===== src/rtl/alu_op_sched.sv =====
// Shares one ALU between two requesters. Arbitration is round-robin, and one operation is outstanding at a time.
// Define ALU_STICKY_DES_EN to enable the sticky overflow flag; otherwise sticky_des stays 0.
module alu_op_sched #(
  parameter int unsigned WIDTH   = 4,
  parameter int unsigned OP_W    = 4,
  parameter int unsigned ALU_LAT = 1,
  parameter int unsigned NUM_OPS = 10
) (
  input  logic             clk,
  input  logic             reset,
  input  logic             req0_valid,
  output logic             req0_ready,
  input  logic [WIDTH-1:0] req0_a,
  input  logic [WIDTH-1:0] req0_b,
  input  logic [OP_W-1:0]  req0_op,
  input  logic             req1_valid,
  output logic             req1_ready,
  input  logic [WIDTH-1:0] req1_a,
  input  logic [WIDTH-1:0] req1_b,
  input  logic [OP_W-1:0]  req1_op,
  output logic [WIDTH-1:0] alu_a,
  output logic [WIDTH-1:0] alu_b,
  output logic [OP_W-1:0]  alu_op,
  output logic             alu_start,
  input  logic [WIDTH-1:0] alu_result,
  input  logic             alu_neg,
  input  logic             alu_cero,
  input  logic             alu_carry,
  input  logic             alu_des,
  output logic             rsp_valid,
  input  logic             rsp_ready,
  output logic             rsp_id,
  output logic [WIDTH-1:0] rsp_result,
  output logic             rsp_neg,
  output logic             rsp_cero,
  output logic             rsp_carry,
  output logic             rsp_des,
  output logic             rsp_err,
  output logic             busy,
  input  logic             clr_sticky,
  output logic             sticky_des
);

  typedef enum logic [1:0] {StIdle, StIssue, StWait, StResp} state_e;

  state_e           state;
  logic             last_grant;
  logic [2:0]       cnt;
  logic             gnt_any, gnt_id, accept, op_legal, cap_now;
  logic [WIDTH-1:0] sel_a, sel_b;
  logic [OP_W-1:0]  sel_op;

  always_comb begin
    gnt_any    = req0_valid | req1_valid;
    // On a tie, the requester that did not win last time gets the grant.
    gnt_id     = (req0_valid && req1_valid) ? ~last_grant : req1_valid;
    accept     = (state == StIdle) && gnt_any;
    req0_ready = reset && accept && !gnt_id;
    req1_ready = reset && accept && gnt_id;
    sel_a      = gnt_id ? req1_a : req0_a;
    sel_b      = gnt_id ? req1_b : req0_b;
    sel_op     = gnt_id ? req1_op : req0_op;
    op_legal   = 32'(sel_op) < NUM_OPS;
    cap_now    = (state == StIssue && ALU_LAT == 0) || (state == StWait && cnt == 3'd1);
  end

  assign busy = (state != StIdle);

  always_ff @(posedge clk or negedge reset) begin
    if (!reset) begin
      state      <= StIdle;
      last_grant <= 1'b1;
      cnt        <= '0;
      alu_a      <= '0;
      alu_b      <= '0;
      alu_op     <= '0;
      alu_start  <= 1'b0;
      rsp_valid  <= 1'b0;
      rsp_id     <= 1'b0;
      rsp_result <= '0;
      rsp_neg    <= 1'b0;
      rsp_cero   <= 1'b0;
      rsp_carry  <= 1'b0;
      rsp_des    <= 1'b0;
      rsp_err    <= 1'b0;
    end else begin
      alu_start <= 1'b0;
      if (cap_now) begin
        rsp_result <= alu_result;
        rsp_neg    <= alu_neg;
        rsp_cero   <= alu_cero;
        rsp_carry  <= alu_carry;
        rsp_des    <= alu_des;
        rsp_err    <= 1'b0;
      end
      unique case (state)
        StIdle: begin
          if (accept) begin
            alu_a      <= sel_a;
            alu_b      <= sel_b;
            alu_op     <= sel_op;
            rsp_id     <= gnt_id;
            last_grant <= gnt_id;
            if (op_legal) begin
              state     <= StIssue;
              alu_start <= 1'b1;
            end else begin
              // Illegal opcode: answer immediately without touching the ALU.
              state      <= StResp;
              rsp_valid  <= 1'b1;
              rsp_err    <= 1'b1;
              rsp_result <= '0;
              rsp_neg    <= 1'b0;
              rsp_cero   <= 1'b0;
              rsp_carry  <= 1'b0;
              rsp_des    <= 1'b0;
            end
          end
        end
        StIssue: begin
          cnt       <= 3'(ALU_LAT);
          state     <= (ALU_LAT == 0) ? StResp : StWait;
          rsp_valid <= (ALU_LAT == 0);
        end
        StWait: begin
          cnt <= cnt - 3'd1;
          if (cnt == 3'd1) begin
            state     <= StResp;
            rsp_valid <= 1'b1;
          end
        end
        StResp: begin
          if (rsp_ready) begin
            state     <= StIdle;
            rsp_valid <= 1'b0;
          end
        end
        default: state <= StIdle;
      endcase
    end
  end

`ifdef ALU_STICKY_DES_EN
  always_ff @(posedge clk or negedge reset) begin
    if (!reset) begin
      sticky_des <= 1'b0;
    end else if (cap_now && alu_des) begin
      sticky_des <= 1'b1;
    end else if (clr_sticky) begin
      sticky_des <= 1'b0;
    end
  end
`else
  logic unused_clr_sticky;
  assign unused_clr_sticky = clr_sticky;
  assign sticky_des        = 1'b0;
`endif

endmodule


===== config.mk =====
export PLATFORM = sky130hd
export DESIGN_NAME = alu_op_sched
export DESIGN_NICKNAME = d
export VERILOG_FILES = /design/src/rtl/alu_op_sched.sv
export SDC_FILE = /design/constraint.sdc
export NUM_CORES = 1
export LEC_CHECK = 0
export BUFFER_PORTS_ARGS = -buffer_cell sky130_fd_sc_hd__clkbuf_2
export CORE_ASPECT_RATIO = 0.5
export CORE_MARGIN = 2
export CORE_UTILIZATION = 42
export CTS_CLUSTER_DIAMETER = 60
export CTS_CLUSTER_SIZE = 20
export DETAILED_ROUTE_END_ITERATION = 8
export GPL_ROUTABILITY_DRIVEN = 0
export GPL_TIMING_DRIVEN = 0
export PLACE_DENSITY_LB_ADDON = 0.12
export SYNTH_ARGS = -nofsm -noshare
export SYNTH_HDL_FRONTEND = slang
export SYNTH_SLANG_ARGS = --single-unit

===== constraint.sdc =====
create_clock -name clk -period 1.8 [get_ports clk]
set_clock_uncertainty 0.05 [all_clocks]
set_input_delay 0.18 -clock clk [delete_from_list [all_inputs] [get_ports clk]]
set_output_delay 0.18 -clock clk [all_outputs]
set_load 0.05 [all_outputs]

-- Yosys cells after proc, flatten, opt, wreduce, memory -nomap -nowiden
Index checks and enable logic that the tools add are counted.
- bits in registers: 30
- bits of input ports: 38
- logic and storage cells: 82
- output and inout port bits: 28
- equality and inequality tests: 8
- $add $sub $neg: 1
- order comparisons: 1
- multiplexer cells: 42
- bitwise logic cells: 2
- reduce and logical (&&, ||, !) cells: 13
- operator list (operator ; count):
    2-to-1 mux 1 bit ; 28
    2-to-1 mux 4 bit ; 7
    2-to-1 mux 2 bit ; 4
    one-hot mux 2 bit (4 select lines) ; 1
    logical AND 1 bit ; 6
    != test 2 bit, second input constant ; 3
    one-hot mux 3 bit (2 select lines) ; 1
    == test 2 bit, second input constant ; 2
    < comparator 4 bit, second input constant ; 1
    one-hot mux 1 bit (4 select lines) ; 1
    AND reduction 4 bit ; 1
    nonzero test 2 bit ; 2
    == test 3 x 1 -> 1 bit, second input constant ; 1
    AND reduction 3 bit ; 1
    subtractor 3 x 1 -> 3 bit, second input constant ; 1
    == test 2 x 1 -> 1 bit, second input constant ; 1
    logical NOT 2 bit ; 1
    != test 2 x 1 -> 1 bit, second input constant ; 1
    AND reduction 2 bit ; 1
    logical NOT 1 bit ; 1
    NOT 1 bit ; 1
    bitwise OR 1 bit ; 1

-- Depth between registers and ports, before layout
- depth after elaboration: 7
- mapped depth: 7
- mapped depth without buffers: 6

-- Worst setup path after synthesis
Ideal clock, no wire load.
- path kind: reg-to-output
- from: register state[0]
- to: output port req0_ready
- buffers on the path: 2
- arrival: 2371 ps
- stages on the path, launching flop included: 7
- required time: 1570 ps
- setup slack: -801 ps
- cell sequence: dfrtp_1 -> inv_1 -> ha_1 -> buf_2 -> o21ai_1 -> clkbuf_1 -> nor3b_1
- longest elaborated chain between the ends: 4
- RTL lines (item ; RTL line ; source):
    from (decl) ; 46 ; state_e state;
    from (signal assigned) ; 71 ; state <= StIdle;
    from (signal assigned) ; 105 ; state <= StIssue;
    from (signal assigned) ; 109 ; state <= StResp;
    logical NOT 2 bit ; 57 ; accept = (state == StIdle) && gnt_any;
    logical AND 1 bit ; 57 ;
    logical AND 1 bit (2 in a row) ; 58 ; req0_ready = reset && accept && !gnt_id;
    to (decl) ; 12 ; output logic req0_ready,
Every way passes these cells.

-- Worst setup path after layout
- from: register state[0]
- to: register rsp_valid
- longest elaborated chain between the ends: 4
- elaborated cells on any way between the ends: 11
- those cells by class: eq/ne (7); mux (1); reduce/logical (3)
- RTL lines (item ; RTL line ; source):
    logical NOT 2 bit ; 57, 96 ;
    logical AND 1 bit ; 57 ;
    != test 2 bit (no source line) ; - ;
    AND reduction 4 bit (no source line) ; - ;
    to (signal assigned) ; 123 ; rsp_valid <= (ALU_LAT == 0);
    to (decl) ; 30 ; output logic rsp_valid,
Parallel ways exist; a longest one is shown, timed or not.
A chain may end at the register's enable or synchronous reset.

==> run metrics <==
iteration count of the initial detailed-routing pass 4; PD cells 2190 nW/um^2; CP Max Fanout 5; synth warn 0; startpoint types flop; most common cell in the netlist dfrtp_1; CP Data Arrival Time 1880 ps; IO Port Bufs 63; die footprint 4010 um^2; Slew Limit Fails 0; Mapped Cells 137; nets@finish 262; Area Growth Syn to Fin 46.5%; worst min path class in2async; Main synth FF type dfrtp_1; Slowest-stage cell, CP dfrtp_1; slowest stage delay, CP 400 ps; clock share of power 14.7%; Syn Area/Cell 10.7 um^2; Area contributors post-synth dfrtp_1, mux2i_1, ha_1; status finished with violations; Hold WS -90.1 ps; clk root buf clkbuf_8; maximum clock rate 566 MHz; actual slew at the worst max-slew pin 769 ps; total leakage power 0.00116 uW; Post-synth EDFFs 0; Antenna Cells 0; Switching Share 48.1%; dpl cells 242; first-pass GRT wire length 5330 um; vias in the first global route 1189; failing checks hold timing; Clk Latency, worst-skew pair 280 ps; TritonCTS clock tree yes; DP Wirelength 2350 um; final hold violation count 29; Initial Util 43.4%; Data required, critical path 1910 ps; Yosys reg bits 30; Detailed Route Iter0 Violations 24; CTS Buffer Depth 2; DR vias 1253; syn_nets 182; Post-Syn Area 1470 um^2; Crit path buffers/inverters 2; Layout Cells excl Fill 259; std cell rows 15; Yosys cell types 34; final setup vio count 0; Setup CP Type reg2reg; commonest cells in the netlist dfrtp_1, mux2i_1, o21ai_0; share of cells above drive strength 1 46.5%; Net Switching 2260 uW; DRC viols 0; Peak VDD IR 986 uV; DR WL/cell 13.4 um; drt total wl 3470 um; Crit. End Element flop; global-route usage over all layers 18.3%; TritonCTS Sinks 30; Max-cap violations 0; Synth top area share 49.5%; Clk pin slew, worst setup/hold paths 60 ps; Final Critical Period 1770 ps; Die Ht 45.8 um; Max-slew headroom 48.7%; largest net degree at the start of global routing 33; DR vias/cell 4.84; gr ovfl total 0; CP top delay family compound AO/OA/AOI/OAI gates; Yosys top cell by area dfrtp_1; crit-path cells inv_2 > buf_4 > ha_4 > a221o_1 > a21oi_2 > mux2_4; CORE AREA 3380 um^2; CTS Buf Count 5; Max H-tree Level 2; die width 87.5 um; Gate power share 60.2%; unrepaired setup endpoints after global routing yes; Fill cells 285; initial antenna violation count 0; Pint 2440 uW; period utilisation layout 98.1%; Reg power frac 25.1%; ys async rst share 100%; sequential element share of the synthesized area 51.3%; DRT antenna net count 0; Boundary Pins 66
[cells by family after synthesis]
kind of cell | synth area share [%]
AOI/OAI and AO/OA | 11.5
DFF | 51.3
and+or+nand+nor | 10.3
adders and majority gates | 5.98
other | 0.256
buffers and inverters | 4.36
muxes | 16.2
[flip-flops by register name (all words and copies together), names as in the netlist, 2 cells and up]
signal,count
alu_a,4
alu_b,4
alu_op,4
rsp_result,4
cnt,3
state,2
[power by group through the flow]
stage / Sequential [uW] / Combinational [uW] / Clock, uW
4_1_cts: 1170 / 2780 / 711
3_3_place_gp: 1180 / 2400 / 0
6_report: 1180 / 2830 / 694
5_1_grt: 1220 / 3040 / 742
3_5_place_dp: 1200 / 2440 / 0
2_1_floorplan: 2060 / 1010 / 0
[cell type report]
class / count / area [um^2] / area share [%]
tap: 42 / 52.6 / 2.45
sequential: 30 / 752 / 35.0
clock buffer: 6 / 82.6 / 3.85
multi-input combinational: 94 / 713 / 33.2
inverter: 6 / 22.5 / 1.05
timing repair buffer: 75 / 437 / 20.3
buffer: 5 / 56.3 / 2.62
clock inverter: 1 / 30.0 / 1.40
[timing repair]
| action | 4_1_cts | 5_1_grt |
|---|---|---|
| endpoints found under the hold margin | 29 | 29 |
| gates resized for setup | 15 | 9 |
| buffers inserted | 11 | 1 |
| cloned | 0 | 0 |
| pin swaps | 3 | 2 |
| setup endpoints to repair | 9 | 13 |
[cell usage in the layout, fill, tap and decap left out, types with 2 or more instances in the layout]
cell      instances
a21o_1            2
buf_4            10
buf_6             4
buf_8             2
clkbuf_2         61
clkbuf_8          7
dfrtp_1          29
ha_1              4
ha_4              3
inv_1             4
inv_2             2
mux2_4            2
mux2i_1          20
nand2_1          15
nor2_1           12
nor2b_1           2
o21ai_0          17
[path summary, 6_finish.rpt]
path / startpoint / endpoint / slack (ps) / cells past startpoint
max: state[0]$_DFFE_PN0P_ / rsp_valid$_DFFE_PN0P_ / 30 / 6
min: reset / cnt[0]$_DFFE_PN0P_ / -90 / 1
max reg2reg: state[0]$_DFFE_PN0P_ / rsp_valid$_DFFE_PN0P_ / 30 / 6
min reg2reg: alu_op[1]$_DFFE_PN0P_ / alu_op[1]$_DFFE_PN0P_ / 430 / 2
max in group asynchronous: reset / rsp_id$_DFFE_PN0P_ / 1300 / 1
min in group clk: alu_result[2] / rsp_result[2]$_DFF_PN0_ / 90 / 3
[through the flow]
| stage | cell area (um^2) | TNS (ps) | setup WS, ps | util (%) | total power (uW) |
|---|---|---|---|---|---|
| floorplan | 1500 | 0 | 3.13 | - | 3080 |
| global placement | 1870 | -125 | -67.9 | 55.2 | 3580 |
| detailed placement | 1870 | -225 | -99.8 | 55.2 | 3640 |
| CTS | 2110 | -1.70 | -1.70 | 62.6 | 4660 |
| global route | 2150 | -36.6 | -25.6 | 63.5 | 5010 |
| finish | 2150 | 0 | 33.7 | 63.5 | 4710 |
[metal layers]
metal / track usage [%] / share of wire, % / vias up
met4: 7.38 / 1.1 / 0
met5: 0 / 0 / -
met3: 6.34 / 4.9 / 5
li1: - / - / 623
met2: 31.5 / 48 / 34
met1: 21.7 / 45 / 591
Note: power is estimated with default switching activity, not from simulation.
